<file path="config.mk">
export PLATFORM = sky130hd
export DESIGN_NAME = lut_wave_gen_flat
export DESIGN_NICKNAME = d
export VERILOG_FILES = /design/src/rtl/lut_wave_gen_if.sv /design/src/rtl/lut_wave_gen.sv /design/src/flat_wrapper.sv
export SDC_FILE = /design/constraint.sdc
export NUM_CORES = 1
export LEC_CHECK = 0
export BUFFER_PORTS_ARGS = -buffer_cell sky130_fd_sc_hd__buf_4
export CAP_MARGIN = 10
export CORE_MARGIN = 3
export CORE_UTILIZATION = 60
export CTS_BUF_LIST = sky130_fd_sc_hd__clkbuf_8
export CTS_CLUSTER_DIAMETER = 60
export DETAILED_ROUTE_END_ITERATION = 8
export GPL_ROUTABILITY_DRIVEN = 0
export PLACE_DENSITY = 0.82
export SYNTH_ARGS = -nofsm -noshare
export SYNTH_HDL_FRONTEND = slang
export SYNTH_SLANG_ARGS = --single-unit
</file>
<file path="constraint.sdc">
create_clock -name clk -period 6.45 [get_ports clk]
set_clock_uncertainty 0.05 [all_clocks]
set_input_delay 1.6125 -clock clk [delete_from_list [all_inputs] [get_ports clk]]
set_output_delay 1.6125 -clock clk [all_outputs]
set_load 0.005 [all_outputs]
</file>
<file path="src/rtl/lut_wave_gen_if.sv">
// rtl/lut_wave_gen_if.sv - sample-set output stream between lut_wave_gen and its consumer
interface lut_wave_gen_if #(
  parameter int DATA_W = 8,
  parameter int NUM_CH = 2
) ();
  logic [NUM_CH*DATA_W-1:0] out_data;
  logic                     out_valid;
  logic                     out_ready;

  modport master (output out_data, output out_valid, input out_ready);
  modport slave  (input out_data, input out_valid, output out_ready);
endinterface

</file>
<file path="src/rtl/lut_wave_gen.sv">
// rtl/lut_wave_gen.sv - NUM_CH phase-offset waveform streams from one shared writable sample table
// Optional LUT_WAVE_GEN_GAIN_EN: per-run gain multiply with one extra output pipeline stage.
module lut_wave_gen #(
  parameter int DATA_W = 8,
  parameter int ADDR_W = 4,
  parameter int FRAC_W = 4,
  parameter int NUM_CH = 2
) (
  input  logic                     clk,
  input  logic                     rst,
  input  logic                     start,
  input  logic                     stop,
  input  logic [ADDR_W+FRAC_W-1:0] step,
  input  logic                     wr_en,
  input  logic [ADDR_W-1:0]        wr_addr,
  input  logic [DATA_W-1:0]        wr_data,
`ifdef LUT_WAVE_GEN_GAIN_EN
  input  logic [7:0]               gain,
`endif
  lut_wave_gen_if.master           ob,
  output logic                     wrap,
  output logic                     busy
);
  localparam int PHASE_W = ADDR_W + FRAC_W;
  localparam int DEPTH   = 1 << ADDR_W;
  localparam int QUARTER = DEPTH / 4;
  localparam logic [127:0] DEF16 = {8'd35, 8'd50, 8'd73, 8'd100, 8'd127, 8'd150, 8'd165, 8'd171,
                                    8'd165, 8'd150, 8'd127, 8'd100, 8'd73, 8'd50, 8'd35, 8'd29};

  typedef enum logic [1:0] {IDLE, RUN, HOLD} state_t;
  typedef logic [DATA_W-1:0] tbl_t [DEPTH];

  function automatic tbl_t init_tbl();
    tbl_t t;
    for (int i = 0; i < DEPTH; i++) begin
      t[i] = (DEPTH == 16) ? DATA_W'(DEF16[(i % 16) * 8 +: 8]) : '0;
    end
    return t;
  endfunction

  // Table keeps its power-up contents across rst; only IDLE writes change it.
  tbl_t tbl_q = init_tbl();

  state_t                   state_q, state_d;
  logic [PHASE_W-1:0]       phase_q, phase_d, step_q, step_d;
  logic [NUM_CH*DATA_W-1:0] data_q, data_d, lut_set;
  logic                     valid_q, valid_d, wrap_q, wrap_d;
  logic [ADDR_W-1:0]        idx;
  logic [PHASE_W:0]         sum;
  logic                     advance, tbl_we;
`ifdef LUT_WAVE_GEN_GAIN_EN
  logic [7:0]               gain_q, gain_d;
  logic [NUM_CH*DATA_W-1:0] s1_q, s1_d, scaled;
  logic                     s1_valid_q, s1_valid_d;
  logic [DATA_W+7:0]        prod;
`endif

  always_comb begin
    lut_set = '0;
    idx     = phase_q[PHASE_W-1:FRAC_W];
    for (int c = 0; c < NUM_CH; c++) begin
      lut_set[c*DATA_W +: DATA_W] = tbl_q[idx + ADDR_W'(c * QUARTER)];
    end
  end

`ifdef LUT_WAVE_GEN_GAIN_EN
  always_comb begin
    scaled = '0;
    prod   = '0;
    for (int c = 0; c < NUM_CH; c++) begin
      prod = s1_q[c*DATA_W +: DATA_W] * gain_q;
      scaled[c*DATA_W +: DATA_W] = prod[DATA_W+7:8];
    end
  end
`endif

  always_comb begin
    state_d = state_q;
    unique case (state_q)
      IDLE:    if (start) state_d = RUN;
      RUN:     if (stop) state_d = IDLE;
               else if (valid_q && !ob.out_ready) state_d = HOLD;
      HOLD:    if (stop) state_d = IDLE;
               else if (ob.out_ready) state_d = RUN;
      default: state_d = IDLE;
    endcase
  end

  // The whole pipeline moves as one: nothing advances while the output set is unaccepted.
  always_comb begin
    phase_d = phase_q;
    step_d  = step_q;
    data_d  = data_q;
    valid_d = valid_q;
    wrap_d  = 1'b0;
    tbl_we  = wr_en && (state_q == IDLE) && !rst;
    sum     = {1'b0, phase_q} + {1'b0, step_q};
    advance = (state_q != IDLE) && !stop && (!valid_q || ob.out_ready);
`ifdef LUT_WAVE_GEN_GAIN_EN
    gain_d     = gain_q;
    s1_d       = s1_q;
    s1_valid_d = s1_valid_q;
`endif
    if (state_q == IDLE && start) begin
      step_d  = step;
      phase_d = '0;
`ifdef LUT_WAVE_GEN_GAIN_EN
      gain_d  = gain;
`endif
    end
    if (state_q != IDLE && stop) begin
      valid_d = 1'b0;
`ifdef LUT_WAVE_GEN_GAIN_EN
      s1_valid_d = 1'b0;
`endif
    end
    if (advance) begin
      phase_d = sum[PHASE_W-1:0];
      wrap_d  = sum[PHASE_W];
`ifdef LUT_WAVE_GEN_GAIN_EN
      s1_d       = lut_set;
      s1_valid_d = 1'b1;
      data_d     = scaled;
      valid_d    = s1_valid_q;
`else
      data_d  = lut_set;
      valid_d = 1'b1;
`endif
    end
  end

  always_ff @(posedge clk) begin
    if (rst) begin
      state_q <= IDLE;
      phase_q <= '0;
      step_q  <= '0;
      data_q  <= '0;
      valid_q <= 1'b0;
      wrap_q  <= 1'b0;
`ifdef LUT_WAVE_GEN_GAIN_EN
      gain_q     <= '0;
      s1_q       <= '0;
      s1_valid_q <= 1'b0;
`endif
    end else begin
      state_q <= state_d;
      phase_q <= phase_d;
      step_q  <= step_d;
      data_q  <= data_d;
      valid_q <= valid_d;
      wrap_q  <= wrap_d;
`ifdef LUT_WAVE_GEN_GAIN_EN
      gain_q     <= gain_d;
      s1_q       <= s1_d;
      s1_valid_q <= s1_valid_d;
`endif
    end
  end

  always_ff @(posedge clk) begin
    if (tbl_we) tbl_q[wr_addr] <= wr_data;
  end

  assign ob.out_data  = data_q;
  assign ob.out_valid = valid_q;
  assign wrap         = wrap_q;
  assign busy         = (state_q != IDLE);
endmodule

</file>
<file path="src/flat_wrapper.sv">
// flat-port wrapper written by rule: the top's interface ports become plain ports
module lut_wave_gen_flat 
#(
  parameter int DATA_W = 8,
  parameter int ADDR_W = 4,
  parameter int FRAC_W = 4,
  parameter int NUM_CH = 2
)
  (clk, rst, start, stop, step, wr_en, wr_addr, wr_data, wrap, busy, ob_out_data, ob_out_valid, ob_out_ready);
  lut_wave_gen_if #(.DATA_W(DATA_W), .NUM_CH(NUM_CH)) ob_i ();
  input  logic clk;
  input  logic rst;
  input  logic start;
  input  logic stop;
  input  logic [ADDR_W+FRAC_W-1:0] step;
  input  logic wr_en;
  input  logic [ADDR_W-1:0] wr_addr;
  input  logic [DATA_W-1:0] wr_data;
  output logic wrap;
  output logic busy;
  output wire logic [$bits(ob_i.out_data)-1:0] ob_out_data;
  output wire logic [$bits(ob_i.out_valid)-1:0] ob_out_valid;
  input wire logic [$bits(ob_i.out_ready)-1:0] ob_out_ready;
  assign ob_out_data = ob_i.out_data;
  assign ob_out_valid = ob_i.out_valid;
  assign ob_i.out_ready = ob_out_ready;
  lut_wave_gen #(.DATA_W(DATA_W), .ADDR_W(ADDR_W), .FRAC_W(FRAC_W), .NUM_CH(NUM_CH)) u_core (.clk(clk), .rst(rst), .start(start), .stop(stop), .step(step), .wr_en(wr_en), .wr_addr(wr_addr), .wr_data(wr_data), .ob(ob_i), .wrap(wrap), .busy(busy));
endmodule
</file>
==> impl_metrics.yaml, run 1 <==
outcome:
  status: "complete, no violations"
sta:
  min_period_ns: 3.57
  slew_viol_final: 0
  setup_viol: 0
  finalHoldViolCount: 0
  max_freq_mhz: 280
  slew_headroom_pct: 21.5
  period_share_pct: 55.3
  fin_setup_tns_ns: 0
  rsz0062_at_grt: "false"
  worstMarginPinSlew_ns: 1.18
floorplanning:
  io_pins: 45
  die_h_um: 115
  dieArea_um2: 13200
  num_rows: 39
  die_x_um: 115
  start_util_pct: 61.9
  core_um2: 11500
worst_hold_path:
  hold_path.startpoint: "u_core.step_q[2]$_SDFFE_PP0P_"
  hp-class: "flop to flop"
critical_path:
  critical_path.top_delay_family: "simple AND/OR/NAND/NOR gates"
  crit_path_top_delay_cell: "nor3_1"
  critPathKind: "input port to flop"
  r2r-start: "u_core.state_q[1]$_SDFFE_PP0P_"
  critPathMaxStageDelay_ns: 0.80
  start_kind: "input port"
  cp-end-kind: "flop"
  crit_chain: "buf_4 -> nor3b_1 -> nor2b_1 -> nand2b_1 -> nor3_1"
  crit_fanout: 40
  critical_path_buf_inv_count: 1
  cp.arrival_ns: 3.60
  crit_start: "rst"
  required_ns: 6.48
clock_tree:
  post-cts-setup-buffers: 0
  cts.clk_slew.worst_paths_ns: 0.08
  cts_tree: "done"
  cts_max_level: 4
  cts_root_buffer: "clkbuf_8"
  cts_buffer_depth: 2
  postCtsHoldBufs: 0
  cts.sinks: 164
  ctsResizeCount: 0
  numCtsBuffers: 17
  insertion_delay_ns: 0.46
final_layout:
  drive_above_1_share_pct: 21.8
  syn2layout_area_growth_pct: 10.7
  n_antenna_cell: 0
  final_nets: 592
  post-route-util_pct: 68.5
  fill_cells: 806
  final_area_um2: 7890
global_route:
  overflow: 0
  track_usage_pct: 25.6
  grt_pass1_vias: 4392
  grt_max_degree: 50
  antenna_found_initial: 0
  grt_pass1_wl_um: 24500
synthesis:
  yosysTopAreaCellShare_pct: 53.9
  synth_cells: 525
  synth_nets: 560
  syn_avg_cell_area_um2: 13.6
  yosysMostFrequentCell: "edfxtp_1"
  synthDistinctLibCells: 46
  async_flop_share_pct: 0
  ys_seq_area_share_pct: 64.0
  ys.flop_type: "edfxtp_1"
  yosysWarnings: 0
  syn_area_um2: 7130
  synth_area_leader_cell: "edfxtp_1"
  synth-edff-count: 128
  synth-seq-cells: 164
  synth.top_cells.by_count: "128 x edfxtp_1, 39 x nand2_1, 37 x nor2_1, 36 x dfxtp_1, 35 x a21oi_1"
  synth_area_leaders: "edfxtp_1 54%, dfxtp_1 10%, mux2_2 5.1%, mux2i_1 4.5%, o221ai_1 2.7%"
power:
  power.density_nw_per_um2: 257
  leakagePower_nw: 2.63
  max-vdd-ir-drop_mv: 0.227
  power_mw: 2.02
routing:
  first_iter_violations: 569
  routed_wl_um: 15900
  routed_via_density: 6.46
  drc: 0
  via_count: 4603
  drtPass1Iterations: 5
  avgRoutedWirePerCell_um: 22.3
  drtAntennaViolNets: 0
placed_design:
  dpl_cell_area_um2: 7480
  hpwl_um: 10900
  io_buffers: 44
flow_run:
  maxCapViolations: 0
## area by class of cell
cell class	count	area, um^2	area share (%)
Clock inverter	15	180	2.28
Sequential cell	164	4570	57.9
Inverter	6	25.0	0.317
Clock buffer	17	234	2.96
Timing Repair Buffer	45	338	4.28
Multi-Input combinational cell	323	2370	30.0
Tap cell	143	179	2.27
## kinds of logic after synthesis
family,after synthesis,share of synthesized area (%)
flops,164,64.0
simple gates,130,9.16
compound gates,117,12.4
mux,64,9.55
buf+inv,38,2.81
fa+ha+maj,9,1.68
xor+xnor,3,0.369
## layout by cell type, fill, tap and decap left out, types with 2 or more instances in the layout
| cell | n |
|---|---|
| a211oi_1 | 2 |
| nor3_1 | 4 |
| inv_1 | 6 |
| inv_6 | 2 |
| o221ai_1 | 22 |
| a21oi_1 | 35 |
| nand4b_1 | 2 |
| a21o_1 | 2 |
| dfxtp_1 | 35 |
| nand3b_1 | 18 |
| o221ai_2 | 10 |
| bufinv_16 | 3 |
| nand2_1 | 39 |
| clkinv_4 | 5 |
| o211ai_1 | 19 |
| a22oi_1 | 16 |
| clkbuf_8 | 17 |
| nor2_1 | 36 |
| xor2_1 | 2 |
| a31oi_1 | 2 |
| ha_1 | 8 |
| buf_4 | 45 |
| nand2b_1 | 11 |
| edfxtp_1 | 128 |
| nor2_2 | 2 |
| mux2_2 | 32 |
| nand3_1 | 9 |
| clkinv_2 | 2 |
| mux2i_1 | 32 |
| o21ai_0 | 4 |
## worst register-to-register path: stages (launching register included)
cell      delay (ns)
dfxtp_1         0.34
nor2_2          0.19
inv_4           0.08
nor3b_1         0.53
nor2b_1         0.25
nand2b_1        0.16
nor3_1          0.80
## routing by layer
layer / GRT usage, % / wire length, um / part of all wire (%)
met4: 9.62 / 360 / 2.3
met3: 7.47 / 1600 / 10
met1: 35.7 / 6750 / 42
met2: 38.3 / 7190 / 45
met5: 0 / 0 / 0
## metrics by stage
step	setup WS (ns)	instances	hold WS, ns
after floorplan	3.24	525	0.391
after global placement	2.54	681	0.398
after detailed placement	2.46	681	0.410
after CTS	2.95	713	0.424
after global routing	2.75	713	0.444
final	2.88	713	0.421
## worst paths after layout
| kind | slack (ns) | cells after the start | endpoint |
|---|---|---|---|
| worst min-delay path | 0.42 | 2 | u_core.step_q[2]$_SDFFE_PP0P_ |
| worst max register to register | 3.67 | 6 | u_core.tbl_q[0][6]$_DFFE_PP_ |
| worst max-delay path | 2.88 | 5 | u_core.tbl_q[0][6]$_DFFE_PP_ |
| worst min register to register | 0.42 | 2 | u_core.step_q[2]$_SDFFE_PP0P_ |
## sequential cells by signal (all words and copies together), names as in the netlist
name / cells
u_core.tbl_q: 128
u_core.ob.out_data: 16
u_core.phase_q: 8
u_core.ob.out_valid: 1
u_core.step_q: 8
u_core.state_q: 2
u_core.wrap: 1
## where the power goes
group	switching, mW	internal [mW]
clock network	0.376	0.386
registers	0.00783	1.15
logic	0.0654	0.0398
total	0.449	1.58
No activity file was read; power rests on OpenSTA's default activity.
==> run 2, diff against run 1 <==
--- a/config.mk
+++ b/config.mk
@@ -5,6 +5,7 @@
 export SDC_FILE = /design/constraint.sdc
 export NUM_CORES = 1
 export LEC_CHECK = 0
+export ABC_AREA = 1
 export BUFFER_PORTS_ARGS = -buffer_cell sky130_fd_sc_hd__buf_4
 export CAP_MARGIN = 10
 export CORE_MARGIN = 3
==> constraint.sdc (replaced) <==
create_clock -name clk -period 3.3 [get_ports clk]
set_clock_uncertainty 0.05 [all_clocks]
set_input_delay 0.825 -clock clk [delete_from_list [all_inputs] [get_ports clk]]
set_output_delay 0.825 -clock clk [all_outputs]
set_load 0.005 [all_outputs]
==> impl_metrics.yaml, run 2 <==
outcome:
  status: "complete, no violations"
sta:
  min_period_ns: 2.29
  rsz0062_at_grt: "false"
  worstMarginPinSlew_ns: 1.03
  finalHoldViolCount: 0
  max_freq_mhz: 436
  slew_viol_final: 0
  period_share_pct: 69.5
  fin_setup_tns_ns: 0
  slew_headroom_pct: 30.9
  setup_viol: 0
routing:
  routed_wl_um: 15700
  via_count: 5268
  dr_wl_met2_um: 7270
  dr.max_layer_used: "met4"
  avgRoutedWirePerCell_um: 16.9
  drc: 0
  first_iter_violations: 629
  wl_met3_um: 1540
  drtPass1Iterations: 6
  routed_via_density: 5.65
  drtAntennaViolNets: 0
  wl_met1_um: 6500
critical_path:
  cp-end-kind: "flop"
  start_kind: "input port"
  critical_path_buf_inv_count: 2
  critPathMaxStageDelay_ns: 0.57
  crit_top_cell: "nor2_1"
  critical_path.top_delay_family: "simple AND/OR/NAND/NOR gates"
  crit_path_top_delay_cell: "nor2_1"
  required_ns: 3.36
  critPathKind: "input port to flop"
  crit_fanout: 10
  cp.arrival_ns: 2.35
  crit_chain: "buf_4 -> inv_1 -> nand2_1 -> nor2_1 -> nand3_1 -> nor2_1"
clock_tree:
  cts_buffer_depth: 2
  postCtsHoldBufs: 0
  cts.clk_slew.worst_paths_ns: 0.09
  insertion_delay_ns: 0.47
  post-cts-setup-buffers: 0
  cts_root_buffer: "clkbuf_8"
  cts_max_level: 4
  cts.sinks: 164
  numCtsBuffers: 17
  ctsResizeCount: 0
  cts_tree: "done"
floorplanning:
  start_util_pct: 61.8
  die_x_um: 115
  num_rows: 39
  core_um2: 11500
  die_h_um: 115
  dieArea_um2: 13200
  io_pins: 45
final_layout:
  final_common_cell: "nand2_1"
  largest_register_ffs: 128
  final_nets: 812
  drive_above_1_share_pct: 10.9
  n_antenna_cell: 0
  fill_cells: 825
  final_cell_mix: "255 x nand2_1, 128 x edfxtp_1, 99 x nor2_1"
  syn2layout_area_growth_pct: 10.6
  regMostFlops: "u_core.tbl_q"
global_route:
  antenna_found_initial: 0
  track_usage_pct: 25.0
  grt_pass1_wl_um: 24900
  overflow: 0
  grt_pass1_vias: 4882
  grt_max_degree: 65
power:
  max-vdd-ir-drop_mv: 0.475
  power.density_nw_per_um2: 522
  leakagePower_nw: 3.18
  power_mw: 4.11
placed_design:
  hpwl_um: 10500
  io_buffers: 44
synthesis:
  yosysWarnings: 0
  syn_area_um2: 7120
  synth-seq-cells: 164
  synth_area_leaders: "edfxtp_1 54%, nand2_1 13%, dfxtp_1 10%, nor2_1 5.2%, o21ai_0 4.2%"
  synthDistinctLibCells: 25
  synth-edff-count: 128
  synth.top_cells.by_count: "255 x nand2_1, 128 x edfxtp_1, 99 x nor2_1, 60 x o21ai_0, 36 x dfxtp_1"
  yosysTopAreaCellShare_pct: 54.0
  async_flop_share_pct: 0
  syn_avg_cell_area_um2: 9.61
  yosysMostFrequentCell: "nand2_1"
  synth_nets: 776
  ys.flop_type: "edfxtp_1"
  ys_seq_area_share_pct: 64.1
  synth_area_leader_cell: "edfxtp_1"
  synth_cells: 741
flow_run:
  maxCapViolations: 0
worst_hold_path:
  hp-class: "flop to flop"
-- run 2: changes by cell type after synthesis, moves of 16 or more --
cell      previous run  this run
nand2_1             39       255
nor2_1              37        99
o21ai_0              4        60
mux2_2              32         0
mux2i_1             32         0
o21ai_1              0        32
inv_1                5        35
o221ai_1            22         0
nand3_1              9        29
o211ai_1            19         0
a21oi_1             35        17
nand3b_1            18         0
a22oi_1             16         0
-- run 2: cell families after synthesis --
logic type | Yosys count | synth area share [%]
compound gates | 111 | 7.89
fa+ha+maj | 9 | 1.69
buf+inv | 68 | 4.97
flops | 164 | 64.1
simple gates | 389 | 21.4
-- run 2: worst paths after layout --
kind | endpoint | startpoint | slack (ns) | cells past startpoint
worst max-delay path | u_core.tbl_q[10][0]$_DFFE_PP_ | rst | 1.01 | 6
worst min register to register | u_core.phase_q[0]$_SDFFE_PP0P_ | u_core.phase_q[0]$_SDFFE_PP0P_ | 0.42 | 2
worst max register to register | u_core.tbl_q[10][0]$_DFFE_PP_ | u_core.state_q[1]$_SDFFE_PP0P_ | 1.04 | 5
worst min-delay path | u_core.phase_q[0]$_SDFFE_PP0P_ | u_core.phase_q[0]$_SDFFE_PP0P_ | 0.42 | 2
-- run 2: metrics by stage --
step	setup WS, ns	utilization, %	std cells	instance area, um^2	hold slack [ns]
finish	1.01	68.4	933	7880	0.422
global route	0.866	68.4	933	7880	0.457
CTS	1.03	68.4	933	7880	0.428
detailed placement	0.527	64.7	901	7450	0.415
global placement	0.617	64.7	901	7450	0.410
floorplan	0.965	-	741	7120	0.394
-- run 2: cell type report --
class                           instances  area [um^2]  share of cell area (%)
Inverter                               38          153                    1.94
Clock inverter                         15          190                    2.41
Clock buffer                           17          234                    2.97
Timing Repair Buffer                   47          353                    4.48
Multi-Input combinational cell        509         2200                    28.0
Sequential cell                       164         4570                    58.0
Tap cell                              143          179                    2.27
-- run 2: worst reg2reg max path, cell delays in order, from the launching register on --
cell,delay [ns]
dfxtp_1,0.33
nor2_2,0.19
inv_2,0.09
nor2_1,0.37
nand3_1,0.31
nor2_1,0.57
-- run 2: layer usage --
metal,up-vias,global-route usage [%]
met5,-,0
li1,2540,-
met4,0,9.39
met1,2382,34.4
met2,301,39.4
met3,45,5.63
-- run 2: report_power, final --
group | leakage, nW | internal, mW | switching [mW]
Sequential | 1.45 | 2.26 | 0.0242
Combinational | 1.52 | 0.102 | 0.192
Clock | 0.212 | 0.769 | 0.762
Total | 3.18 | 3.13 | 0.979
==> run 3, diff against run 2 <==
--- a/config.mk
+++ b/config.mk
@@ -9,7 +9,7 @@
 export BUFFER_PORTS_ARGS = -buffer_cell sky130_fd_sc_hd__buf_4
 export CAP_MARGIN = 10
 export CORE_MARGIN = 3
-export CORE_UTILIZATION = 60
+export CORE_UTILIZATION = 57
 export CTS_BUF_LIST = sky130_fd_sc_hd__clkbuf_8
 export CTS_CLUSTER_DIAMETER = 60
 export DETAILED_ROUTE_END_ITERATION = 8
==> constraint.sdc (replaced) <==
create_clock -name clk -period 2.1 [get_ports clk]
set_clock_uncertainty 0.05 [all_clocks]
set_input_delay 0.525 -clock clk [delete_from_list [all_inputs] [get_ports clk]]
set_output_delay 0.525 -clock clk [all_outputs]
set_load 0.005 [all_outputs]
==> impl_metrics.yaml, run 3 (synthesis gave the netlist of run 2 again) <==
clock_tree:
  post-cts-setup-buffers: 0
  cts_buffer_depth: 2
  postCtsHoldBufs: 0
  cts_tree: "done"
  cts_root_buffer: "clkbuf_8"
  insertion_delay_ns: 0.46
  cts.clk_slew.worst_paths_ns: 0.08
  numCtsBuffers: 17
  cts.sinks: 164
  cts_max_level: 4
sta:
  fin_setup_tns_ns: 0
  setup_viol: 0
  max_freq_mhz: 538
  slew_viol_final: 0
  slew_headroom_pct: 32.6
  worstMarginPinSlew_ns: 1.01
  rsz0062_at_grt: "false"
  layout_setup_ws_ns: 0.240
  finalHoldViolCount: 0
  period_share_pct: 88.6
  min_period_ns: 1.86
final_layout:
  n_antenna_cell: 0
  fill_cells: 907
  drive_above_1_share_pct: 12.4
  final_area_um2: 8010
  final_nets: 829
  final_cell_mix: "255 x nand2_1, 128 x edfxtp_1, 99 x nor2_1"
  regMostFlops: "u_core.tbl_q"
  post-route-util_pct: 66.1
  largest_register_ffs: 128
  final_common_cell: "nand2_1"
  syn2layout_area_growth_pct: 12.4
placed_design:
  io_buffers: 44
  dpl_cell_area_um2: 7620
  pre_cts_ws_ns: 0.141
  hpwl_um: 10800
critical_path:
  start_kind: "flop"
  critPathKind: "flop to flop"
  critical_path_buf_inv_count: 1
  critical_path.top_delay_family: "simple AND/OR/NAND/NOR gates"
  crit_path_top_delay_cell: "clkinvlp_4"
  cp-end-kind: "flop"
  crit_start: "u_core.phase_q[5]$_SDFFE_PP0P_"
  r2r-start: "u_core.phase_q[5]$_SDFFE_PP0P_"
  crit_chain: "clkinvlp_4 -> nand2_1 -> o21ai_1 -> nand2_1 -> nand3_1 -> nor2_1 -> nor2_1"
  cp.arrival_ns: 2.15
  crit_fanout: 32
  critPathMaxStageDelay_ns: 0.48
  required_ns: 2.40
power:
  max-vdd-ir-drop_mv: 0.683
  power.density_nw_per_um2: 776
  leakagePower_nw: 3.26
worst_hold_path:
  hp-class: "input port to flop"
  hold_path.startpoint: "rst"
routing:
  first_iter_violations: 831
  drtAntennaViolNets: 0
  via_count: 5336
  drtPass1Iterations: 6
  routed_via_density: 5.47
  routed_wl_um: 16200
  drc: 0
  avgRoutedWirePerCell_um: 16.6
floorplanning:
  dieArea_um2: 13900
  die_h_um: 118
  num_rows: 40
  die_x_um: 118
  core_um2: 12100
  start_util_pct: 58.8
  io_pins: 45
global_route:
  track_usage_pct: 23.8
  grt_max_degree: 65
  grt_pass1_vias: 4935
  antenna_found_initial: 0
  overflow: 0
  grt_pass1_wl_um: 25600
outcome:
  status: "complete, no violations"
flow_run:
  maxCapViolations: 0
## run 3: cell count changes in the layout (fill, tap and decap cells not counted), moves of 2 or more
| cell | delta |
|---|---|
| buf_4 | +16 |
| clkinv_4 | +2 |
| clkinvlp_4 | +2 |
| inv_1 | +3 |
| inv_6 | -4 |
| inv_8 | -2 |
## run 3: area by class of cell
cell class	instances	area, um^2	area share (%)
flip-flops and latches	164	4570	57.0
multi-input cells	509	2200	27.5
repair buffers	64	493	6.16
clock buffers	17	234	2.92
well taps	168	210	2.63
inverters	38	156	1.95
clock inverters	15	143	1.78
## run 3: metrics by stage
| stage | total power, mW | hold WS (ns) | cells |
|---|---|---|---|
| finish | 6.21 | 0.262 | 975 |
| global route | 6.44 | 0.265 | 975 |
| CTS | 6.23 | 0.248 | 975 |
| detailed placement | 4.14 | 0.411 | 943 |
| global placement | 4.12 | 0.408 | 943 |
| floorplan | 3.92 | 0.394 | 741 |
## run 3: where the power goes
group | internal [mW] | switching [mW] | total, mW
combinational | 0.166 | 0.315 | 0.481
clock | 1.04 | 1.10 | 2.14
sequential | 3.55 | 0.0338 | 3.59
## run 3: final timing paths
path         cells after the start                                 end  slack, ns
max reg2reg                      7  u_core.ob.out_data[6]$_SDFFE_PP0P_       0.24
max                              7  u_core.ob.out_data[6]$_SDFFE_PP0P_       0.24
min reg2reg                      2      u_core.phase_q[0]$_SDFFE_PP0P_       0.43
min                              2      u_core.phase_q[3]$_SDFFE_PP0P_       0.26
## run 3: what timing repair did
| action | in CTS | in global routing |
|---|---|---|
| resized for setup | 0 | 1 |
| endpoints found under the hold margin | 0 | 0 |
| setup endpoints to repair | 0 | 5 |
## run 3: routing by layer
layer	up-vias	GRT usage (%)	routed length (um)
li1	2566	-	-
met1	2482	32.8	6770
met2	262	37.3	7480
met3	26	6.34	1690
met4	0	7.33	239
met5	-	0	0
## run 3: worst reg2reg max path, cell delays in order (launching register included)
cell	delay, ns
dfxtp_1	0.38
clkinvlp_4	0.48
nand2_1	0.27
o21ai_1	0.17
nand2_1	0.09
nand3_1	0.12
nor2_1	0.14
nor2_1	0.05
